<file path="config.mk">
export PLATFORM = sky130hd
export DESIGN_NAME = pipeline_idr_stage_elastic
export DESIGN_NICKNAME = d
export VERILOG_FILES = /design/src/rtl/pipeline_idr_stage_elastic.sv
export SDC_FILE = /design/constraint.sdc
export NUM_CORES = 1
export LEC_CHECK = 0
export ABC_AREA = 0
export ABC_CLOCK_PERIOD_IN_PS = 4000
export CORE_AREA = 5 5 315 317
export DETAILED_ROUTE_END_ITERATION = 10
export DIE_AREA = 0 0 320 322
export GPL_ROUTABILITY_DRIVEN = 0
export SKIP_CTS_REPAIR_TIMING = 1
export SLEW_MARGIN = 30
export SYNTH_ARGS = -nofsm -noshare
export SYNTH_HDL_FRONTEND = slang
export SYNTH_SLANG_ARGS = --single-unit
</file>
<file path="constraint.sdc">
create_clock -name i_clk -period 4 [get_ports i_clk]
set_clock_uncertainty 0.05 [all_clocks]
set_input_delay 0.4 -clock i_clk [delete_from_list [all_inputs] [get_ports i_clk]]
set_output_delay 0.4 -clock i_clk [all_outputs]
set_load 0.02 [all_outputs]
</file>
<file path="src/rtl/pipeline_idr_stage_elastic.sv">
// pipeline_idr_stage_elastic: elastic decode->execute register-read stage with operand forwarding and 2-entry skid buffer
// Optional feature macro: IDR_HOLD_REFRESH_EN (held entries re-snoop the forward buses every cycle)
module pipeline_idr_stage_elastic #(
    parameter int XLEN    = 64,
    parameter int NUM_SRC = 2,
    parameter int NUM_FWD = 3,
    parameter int CTRL_W  = 32
) (
    input  logic                      i_clk,
    input  logic                      i_reset,
    input  logic                      i_flush,
    input  logic                      i_in_valid,
    output logic                      o_in_ready,
    input  logic [XLEN-1:0]           i_in_pc,
    input  logic [NUM_SRC*5-1:0]      i_in_rs,
    input  logic [NUM_SRC-1:0]        i_in_rs_used,
    input  logic [4:0]                i_in_rd,
    input  logic [XLEN-1:0]           i_in_imm,
    input  logic [CTRL_W-1:0]         i_in_ctrl,
    input  logic [NUM_SRC*XLEN-1:0]   i_rf_rdata,
    input  logic [NUM_FWD-1:0]        i_fwd_en,
    input  logic [NUM_FWD*5-1:0]      i_fwd_rd,
    input  logic [NUM_FWD*XLEN-1:0]   i_fwd_data,
    output logic                      o_out_valid,
    input  logic                      i_out_ready,
    output logic [XLEN-1:0]           o_out_pc,
    output logic [4:0]                o_out_rd,
    output logic [XLEN-1:0]           o_out_imm,
    output logic [CTRL_W-1:0]         o_out_ctrl,
    output logic [NUM_SRC*5-1:0]      o_out_rs,
    output logic [NUM_SRC*XLEN-1:0]   o_out_rs_data
);
    typedef enum logic [1:0] {S_EMPTY, S_ONE, S_TWO} state_t;

    typedef struct packed {
        logic [NUM_SRC-1:0]      used;
        logic [NUM_SRC*5-1:0]    rs;
        logic [4:0]              rd;
        logic [XLEN-1:0]         pc;
        logic [XLEN-1:0]         imm;
        logic [CTRL_W-1:0]       ctrl;
        logic [NUM_SRC*XLEN-1:0] data;
    } entry_t;

    state_t r_state, w_next;
    entry_t r_main, r_skid, w_in, w_main_hold, w_skid_hold;
    logic   w_acc, w_pop;

    // Returns {hit, data}; scanning from the oldest bus down lets the youngest match win.
    // x0 and unused sources never hit.
    function automatic logic [XLEN:0] snoop(input logic [4:0] rs, input logic used);
        logic [XLEN:0] r;
        r = '0;
        if (used && rs != 5'd0)
            for (int k = NUM_FWD - 1; k >= 0; k--)
                if (i_fwd_en[k] && i_fwd_rd[k*5 +: 5] == rs)
                    r = {1'b1, i_fwd_data[k*XLEN +: XLEN]};
        return r;
    endfunction

`ifdef IDR_HOLD_REFRESH_EN
    // Overwrites any operand of a held entry that a forward bus currently writes.
    function automatic entry_t refresh(input entry_t e);
        entry_t r;
        logic [XLEN:0] s;
        r = e;
        for (int i = 0; i < NUM_SRC; i++) begin
            s = snoop(e.rs[i*5 +: 5], e.used[i]);
            if (s[XLEN]) r.data[i*XLEN +: XLEN] = s[XLEN-1:0];
        end
        return r;
    endfunction
`endif

    assign o_in_ready  = (r_state != S_TWO);
    assign o_out_valid = (r_state != S_EMPTY);
    assign w_acc       = i_in_valid & o_in_ready;
    assign w_pop       = o_out_valid & i_out_ready;

    assign o_out_pc      = r_main.pc;
    assign o_out_rd      = r_main.rd;
    assign o_out_imm     = r_main.imm;
    assign o_out_ctrl    = r_main.ctrl;
    assign o_out_rs      = r_main.rs;
    assign o_out_rs_data = r_main.data;

    // Build the incoming entry with resolved operands (x0/unused -> 0, forward, else register file).
    always_comb begin
        logic [XLEN:0] s;
        w_in      = '0;
        w_in.used = i_in_rs_used;
        w_in.rs   = i_in_rs;
        w_in.rd   = i_in_rd;
        w_in.pc   = i_in_pc;
        w_in.imm  = i_in_imm;
        w_in.ctrl = i_in_ctrl;
        for (int i = 0; i < NUM_SRC; i++) begin
            s = snoop(i_in_rs[i*5 +: 5], i_in_rs_used[i]);
            w_in.data[i*XLEN +: XLEN] = s[XLEN] ? s[XLEN-1:0] :
                (i_in_rs_used[i] && i_in_rs[i*5 +: 5] != 5'd0) ? i_rf_rdata[i*XLEN +: XLEN] : '0;
        end
    end

    // Value each held entry keeps when it is not replaced this cycle.
    always_comb begin
`ifdef IDR_HOLD_REFRESH_EN
        w_main_hold = refresh(r_main);
        w_skid_hold = refresh(r_skid);
`else
        w_main_hold = r_main;
        w_skid_hold = r_skid;
`endif
    end

    // Next-state logic; flush empties the stage and drops the same-cycle input.
    always_comb begin
        w_next = r_state;
        case (r_state)
            S_EMPTY: w_next = w_acc ? S_ONE : S_EMPTY;
            S_ONE:   w_next = (w_acc && !w_pop) ? S_TWO : (!w_acc && w_pop) ? S_EMPTY : S_ONE;
            S_TWO:   w_next = w_pop ? S_ONE : S_TWO;
            default: w_next = S_EMPTY;
        endcase
        if (i_flush) w_next = S_EMPTY;
    end

    // State register.
    always_ff @(posedge i_clk) begin
        if (!i_reset) r_state <= S_EMPTY;
        else          r_state <= w_next;
    end

    // MAIN entry: cleared whenever the stage goes empty so a bubble reads as all-zero.
    always_ff @(posedge i_clk) begin
        if (!i_reset || w_next == S_EMPTY)               r_main <= '0;
        else if (w_acc && (r_state == S_EMPTY || w_pop)) r_main <= w_in;
        else if (r_state == S_TWO && w_pop)              r_main <= w_skid_hold;
        else                                             r_main <= w_main_hold;
    end

    // SKID entry: catches the input when MAIN is stalled, drains into MAIN on pop.
    always_ff @(posedge i_clk) begin
        if (!i_reset || i_flush)                      r_skid <= '0;
        else if (w_acc && r_state == S_ONE && !w_pop) r_skid <= w_in;
        else if (r_state == S_TWO && w_pop)           r_skid <= '0;
        else                                          r_skid <= w_skid_hold;
    end
endmodule

</file>
==> summary.txt, run 1 <==
Outcome
  – Run status: completed

Finish
  – Footprint of the flip-flops and latches: between 0.01 and 0.015 sq mm
  – Multi-input logic area: roughly 0.015 sq mm
  – Layout fillers: 9547
  – Layout Cells excl Fill: roughly 5600
  – Layout-stage area growth over the synthesis result: 40.8%
  – Fraction of final layout cells sized beyond drive strength 1: under 10%
  – Non-Filler Cell Area, Final: just over 0.04 sq mm
  – Count of nets after finishing: around 4700

Yosys
  – Fraction of synthesized cell area taken by the top area cell type: a little over two fifths
  – Synth area leaders: dfxtp_1 42%, a22oi_1 7.8%, nand2_1 7.6%
  – Syn Nets: between 4000 and 5000
  – Total standard cell area after synthesis: just under 0.03 sq mm
  – Ranking of synthesized cells by instance count: 608 x dfxtp_1, 587 x nand2_1, 469 x nor2_1
  – Number of enable-type register cells in the synthesized netlist: 0
  – Library cell with the largest summed area after synthesis: dfxtp_1
  – Number of distinct library cell variants in the gate-level netlist after synthesis: slightly below 80
  – Most frequent cell after synthesis: dfxtp_1
  – Post-Synthesis Cells: about 3600
  – Yosys Warn Count: 0
  – Number of register bits inferred by synthesis: a little over 600
  – Async SR Flop Fraction: 0%
  – Primary flip-flop cell chosen by synthesis mapping: dfxtp_1
  – Synthesized area per cell: approximately 8.1 sq um
  – Sequential fraction of the synthesis area: a little over two fifths

Power
  – Peak supply drop: approximately 0.32 mV
  – Cell leakage power: roughly 13 nW
  – Power per cell area: approximately 370 mW/mm^2

Clock tree
  – Register clock-pin slew on the reported worst setup and hold paths: about 0.060 ns
  – Maximum clock insertion buffer count: 3
  – Number of clock buffers inserted by TritonCTS: 74
  – Sinks on the clock net: around 610
  – Root buf cell: clkbuf_16
  – Clock insertion delay at the later pin of the skew report: between 0.6 and 0.7 ns
  – CTS tree: built
  – Number of levels in the clock H-tree: 3

Global route
  – GR Overflow Total: 0
  – First-pass GRT wire length: 215000 um
  – Maximum number of pins on one net before global-route repair: ~160
  – Number of antenna violations at the first check in global routing: 70
  – Gr usage total: 27.4%
  – Via count of the first global-routing pass: approximately 31000

Die
  – Chip width: 320 um
  – Total die area: between 0.1 and 0.15 sq mm
  – Starting density of the core: 30.3%
  – Core outline area: 0.0960 sq mm
  – Row count: roughly 110
  – Number of top-level pins: 825
  – Die boundary height: ~320 um

Detailed routing
  – Via count normalized by instance count: ~5.9
  – Initial DRT Pass Iterations: 7
  – Count of unresolved DRC violations after routing: 0
  – DR iter-0 viols: 4138
  – Avg WL per Cell: roughly 27 um
  – Number of vias after detailed routing: 32800
  – Routed Wire Length: between 150000 and 200000 um
  – Post-route ant nets: 0

Placed design
  – Pre-CTS setup slack: approximately 0.53 ns
  – Input/output buffers: 824
  – Detailed placement HPWL: 104000 um
  – Instance area after placement: between 0.03 and 0.04 sq mm
  – Instance count after placement with tap cells included: roughly 5400

STA
  – Final setup slack of the worst path: between 0.8 and 0.9 ns
  – Peak Freq: 317 MHz
  – Final setup vio count: 0
  – Total Negative Setup Slacks: 0 ns
  – Period minus WS final: about 3.2 ns
  – Final critical-path share of the clock period: between 70 and 80%
  – Unrepaired setup endpoints after global routing: no
  – Final-report hold violation count: 0
  – Number of max-slew violations in the final report: 0
  – Max-slew headroom at the worst pin: a little under a third
  – Worst Tran Pin Value: around 1.0 ns

Min path
  – Worst hold path type: input port to register
  – Worst Hold Path Cells: 3

Flow run
  – # Max-Cap Violations: 0

Worst setup path
  – CP Data Arrival Time: between 3 and 4 ns
  – Critical path fanouts, max: 14
  – Critical path required time: between 4 and 5 ns
  – Cell count of the worst reg-to-reg path: 10
  – Critical Path End Type: register
  – Type of the worst setup path: register to register
  – Critical Path Start Type: register
-- per-stage QoR --
stage	util, %	hold WS (ns)	total power, W
detailed placement	39.9	0.415	0.00839
global route	42.6	0.300	0.0157
finish	42.7	0.322	0.0152
floorplan	-	0.405	0.00718
global placement	39.9	0.410	0.00839
CTS	42.5	0.277	0.0153
-- flip-flops by register name, summed over array words and instances, names as in the netlist --
| name | cells |
|---|---|
| r_skid | 303 |
| o_out_rs_data | 128 |
| o_out_imm | 64 |
| o_out_pc | 64 |
| o_out_ctrl | 32 |
| o_out_rs | 10 |
| o_out_rd | 5 |
| r_state | 2 |
-- worst paths after layout --
check,startpoint,end,slack [ns]
worst min register to register,r_skid[253]$_SDFFE_PP0P_,o_out_pc[29]$_SDFFE_PP0P_,0.41
worst max register to register,r_state[0]$_SDFF_PN0_,o_out_rs_data[92]$_SDFFE_PP0P_,0.84
worst min-delay path,i_in_pc[58],o_out_pc[58]$_SDFFE_PP0P_,0.32
worst max-delay path,r_state[0]$_SDFF_PN0_,o_out_rs_data[92]$_SDFFE_PP0P_,0.84
-- layout make-up --
type | count | share of cell area, %
diodes | 57 | 0.348
clock buffers | 112 | 5.36
clock inverters | 18 | 0.657
inverters | 9 | 0.0825
multi-input cells | 2600 | 37.4
flip-flops and latches | 608 | 29.7
well taps | 1276 | 3.90
repair buffers | 912 | 22.5
-- worst max-delay path: stages (launching register included) --
cell and delay, ns:
dfxtp_1 0.43, nor2_2 0.54, inv_1 0.13, nand2_1 0.10, ha_1 0.18, o21bai_1 0.13
a221oi_4 0.34, nand2_2 0.16, nor4_4 0.72, a32oi_1 0.13, o22ai_1 0.17
-- report_power, final --
group          leakage, nW  internal (W)  switching [W]
registers             4.91       0.00614      0.0000510
logic                 7.03      0.000861        0.00124
clock network         1.21       0.00402        0.00291
-- cell families after synthesis --
group	share of synthesized area [%]
buffers and inverters	5.99
XOR/XNOR	0.904
adder cells (fa/ha/maj)	0.0430
AND/OR/NAND/NOR	18.2
AO/OA/AOI/OAI	32.5
multiplexers	0.491
flip-flops	41.9
-- per-layer routing --
| layer | wire length, um | vias to the layer above | global-route usage, % | share of wire [%] |
|---|---|---|---|---|
| met5 | 115 | - | 0 | 0.076 |
| met4 | 7400 | 16 | 13.2 | 4.9 |
| met3 | 15300 | 344 | 8.32 | 10 |
| met2 | 67000 | 1791 | 41.6 | 44 |
| met1 | 61100 | 16000 | 35.5 | 40 |
| li1 | - | 14700 | - | - |
-- cell usage in the layout (no fill, tap or decap), types with 39 or more instances in the layout --
master	n
clkdlybuf4s50_1	822
dfxtp_1	608
nand2_1	583
nor2_1	468
a22oi_1	301
o21ai_0	209
a311oi_1	175
a21oi_1	140
o221ai_1	87
nand3_1	81
clkbuf_16	74
buf_4	63
o22ai_1	60
diode_2	57
a32oi_1	50
and3_1	42
a41oi_1	39
No activity file was read; power rests on OpenSTA's default activity.
==> run 2, diff against run 1 <==
--- a/config.mk
+++ b/config.mk
@@ -6,10 +6,10 @@
 export NUM_CORES = 1
 export LEC_CHECK = 0
 export ABC_AREA = 0
-export ABC_CLOCK_PERIOD_IN_PS = 4000
-export CORE_AREA = 5 5 315 317
+export ABC_CLOCK_PERIOD_IN_PS = 2700
+export CORE_AREA = 5 5 313 315
 export DETAILED_ROUTE_END_ITERATION = 10
-export DIE_AREA = 0 0 320 322
+export DIE_AREA = 0 0 318 320
 export GPL_ROUTABILITY_DRIVEN = 0
 export SKIP_CTS_REPAIR_TIMING = 1
 export SLEW_MARGIN = 30
==> constraint.sdc (replaced) <==
create_clock -name i_clk -period 2.7 [get_ports i_clk]
set_clock_uncertainty 0.05 [all_clocks]
set_input_delay 0.27 -clock i_clk [delete_from_list [all_inputs] [get_ports i_clk]]
set_output_delay 0.27 -clock i_clk [all_outputs]
set_load 0.02 [all_outputs]
==> run 2 against run 1 <==
Cell area is 5.4% higher. Global-route usage rose by 0.47 points. Worst setup slack worse by 0.67 ns. Wire length up 0.33%. Maximum frequency rose by 25%. Clock power is 54% higher. Clock-buffer cell count is 2 higher. Cell count is 3.0% higher. Via count increased by 1.8%. Critical path type unchanged. Largest power group unchanged.
==> summary.txt, run 2 (synthesized netlist as in run 1, its figures left out) <==
Worst setup path
  – Highest-delay cell along the critical path: nor3_4 (was nor4_4)
  – CP dominant cell by count: buf_4
  – Critical path required time: 3.21 ns (was 4.53 ns)
  – Type of the worst setup path: register to register (unchanged)
  – CP Data Arrival Time: 3.04 ns (was 3.69 ns)
  – Critical Path End Type: register (unchanged)
  – Delay of the slowest critical-path stage: 0.63 ns (was 0.72 ns)
  – Slack of the worst reg-to-reg path: 0.17 ns (was 0.84 ns)
  – Worst path cell trace: buf_4 > and4bb_4 > o211a_1 > nand2_2 > nor3_4 > buf_4 > a22oi_1 > o21ai_0 (was nor2_2 > inv_1 > nand2_1 > ha_1 > o21bai_1 > a221oi_4 > nand2_2 > nor4_4 > a32oi_1 > o22ai_1)
  – Buffer and inverter count on the worst path: 2 (was 1)
  – CP top delay family: simple AND/OR/NAND/NOR gates (unchanged)
  – Critical path fanouts, max: 10 (was 14)
  – Critical Path Start Type: register (unchanged)

Global route
  – Gr usage total: 27.9% (was 27.4%)
  – First-pass GRT wire length: 218000 um (was 215000 um)
  – Met1 global-route usage: 36.1% (was 35.5%)
  – GR Overflow Total: 0 (unchanged)
  – Met3 Track Usage GR: 8.23% (was 8.32%)
  – Maximum number of pins on one net before global-route repair: 175 (was 157)
  – Via count of the first global-routing pass: 31200 (was 30600)
  – Most Used Layer, Global Route: met2 (unchanged)
  – Number of antenna violations at the first check in global routing: 70 (unchanged)
  – Met2 track utilization from global routing: 42.6% (was 41.6%)

Finish
  – Leading cell type in the layout, fill and taps excluded: clkdlybuf4s50_1 (unchanged)
  – Register with the most flip-flops: r_skid (unchanged)
  – Layout fillers: 9160 (was 9547)
  – Layout-stage area growth over the synthesis result: 48.5% (was 40.8%)
  – Count of nets after finishing: 4898 (was 4726)
  – Commonest cells after routing, fill and taps aside: 822 x clkdlybuf4s50_1, 607 x dfxtp_1, 583 x nand2_1 (was 822 x clkdlybuf4s50_1, 608 x dfxtp_1, 583 x nand2_1)
  – Fraction of final layout cells sized beyond drive strength 1: 10.4% (was 6.62%)
  – Largest register FFs: 303 (unchanged)
  – Layout Cells excl Fill: 5761 (was 5592)

Flow run
  – # Max-Cap Violations: 0 (unchanged)

Power
  – Peak supply drop: 0.377 mV (was 0.320 mV)
  – Pwr Total: 0.0233 W (was 0.0152 W)
  – Cell leakage power: 14.3 nW (was 13.1 nW)
  – Power per cell area: 540 mW/mm^2 (was 372 mW/mm^2)

Placed design
  – Instance count after placement with tap cells included: 5561 (was 5405)
  – Detailed placement HPWL: 108000 um (was 104000 um)
  – Input/output buffers: 824 (unchanged)

Clock tree
  – Number of levels in the clock H-tree: 3 (unchanged)
  – Maximum clock insertion buffer count: 3 (unchanged)
  – CTS tree: built (unchanged)
  – Register clock-pin slew on the reported worst setup and hold paths: 0.06 ns (about the same)
  – Sinks on the clock net: 608 (unchanged)
  – Number of clock buffers inserted by TritonCTS: 75 (was 74)
  – Clock insertion delay at the later pin of the skew report: 0.64 ns (was 0.65 ns)
  – Root buf cell: clkbuf_16 (unchanged)

Die
  – Chip width: 318 um (was 320 um)
  – Number of top-level pins: 825 (unchanged)
  – Die boundary height: 320 um (was 322 um)
  – Core outline area: 0.0946 sq mm (was 0.0960 sq mm)
  – Total die area: 0.102 sq mm (was 0.103 sq mm)
  – Row count: 113 (was 114)
  – Starting density of the core: 30.7% (was 30.3%)

STA
  – Period minus WS final: 2.53 ns (was 3.16 ns)
  – Number of max-slew violations in the final report: 0 (unchanged)
  – Unrepaired setup endpoints after global routing: no (unchanged)
  – Max-slew headroom at the worst pin: 24.8% (was 30.9%)
  – Smallest hold slack: 0.204 ns (was 0.322 ns)
  – Worst Tran Pin Value: 1.13 ns (was 1.04 ns)
  – Final-report hold violation count: 0 (unchanged)
  – Final setup vio count: 0 (unchanged)
  – Final critical-path share of the clock period: 93.6% (was 79.0%)
  – Peak Freq: 396 MHz (was 317 MHz)

Detailed routing
  – Initial DRT Pass Iterations: 7 (unchanged)
  – Post-route ant nets: 0 (unchanged)
  – Via count normalized by instance count: 5.80 (was 5.87)
  – Avg WL per Cell: 26.3 um (was 27.0 um)
  – DR iter-0 viols: 3886 (was 4138)
  – Number of vias after detailed routing: 33400 (was 32800)
  – Count of unresolved DRC violations after routing: 0 (unchanged)
  – Routed Wire Length: 151000 um (about the same)

Min path
  – Worst hold path type: input port to register (unchanged)

Outcome
  – Run status: completed (unchanged)
-- run 2: final timing paths --
check                      startpoint                         to  cells past startpoint
min reg2reg  r_skid[262]$_SDFFE_PP0P_  o_out_pc[38]$_SDFFE_PP0P_                      2
max             r_state[0]$_SDFF_PN0_    r_skid[78]$_SDFFE_PP0P_                      8
min                       i_in_imm[1]  o_out_imm[1]$_SDFFE_PP0P_                      3
max reg2reg     r_state[0]$_SDFF_PN0_    r_skid[78]$_SDFFE_PP0P_                      8
-- run 2: cell type report --
type | count | area, sq um | share of cell area, %
antenna | 59 | 148 | 0.342
clock buffer | 114 | 2240 | 5.20
clock inverter | 23 | 380 | 0.881
inverter | 9 | 33.8 | 0.0783
multi-input combinational | 2600 | 15300 | 35.5
sequential | 608 | 12200 | 28.2
tap | 1265 | 1580 | 3.67
timing repair buffer | 1083 | 11300 | 26.1
-- run 2: worst min-delay path, cell delays in order --
cell and delay, ns:
clkdlybuf4s50_1 0.42, nor2_1 0.11, a311oi_1 0.05
-- run 2: power breakdown --
part / total (W) / switching (W) / leakage (nW) / internal [W]
Sequential: 0.00918 / 0.0000825 / 4.91 / 0.00910
Combinational: 0.00340 / 0.00190 / 8.13 / 0.00150
Clock: 0.0107 / 0.00428 / 1.29 / 0.00646
-- run 2: per-layer routing --
| metal | share of wire [%] | routed length, um | vias up |
|---|---|---|---|
| met1 | 41 | 61600 | 16200 |
| met4 | 4.7 | 7050 | 24 |
| met3 | 9.7 | 14700 | 367 |
| met5 | 0.11 | 161 | - |
| met2 | 45 | 68000 | 1791 |
| li1 | - | - | 15100 |
-- run 2: metrics by stage --
step                      area (sq um)  setup TNS, ns  setup WS, ns  util [%]
after floorplan                  29100              0        0.0949         -
after global placement           40400         -14.57        -0.292      42.7
after detailed placement         40400         -19.78        -0.301      42.7
after CTS                        43000         -0.240       -0.0409      45.4
after global routing             43100              0        0.0193      45.6
final                            43200              0         0.172      45.6
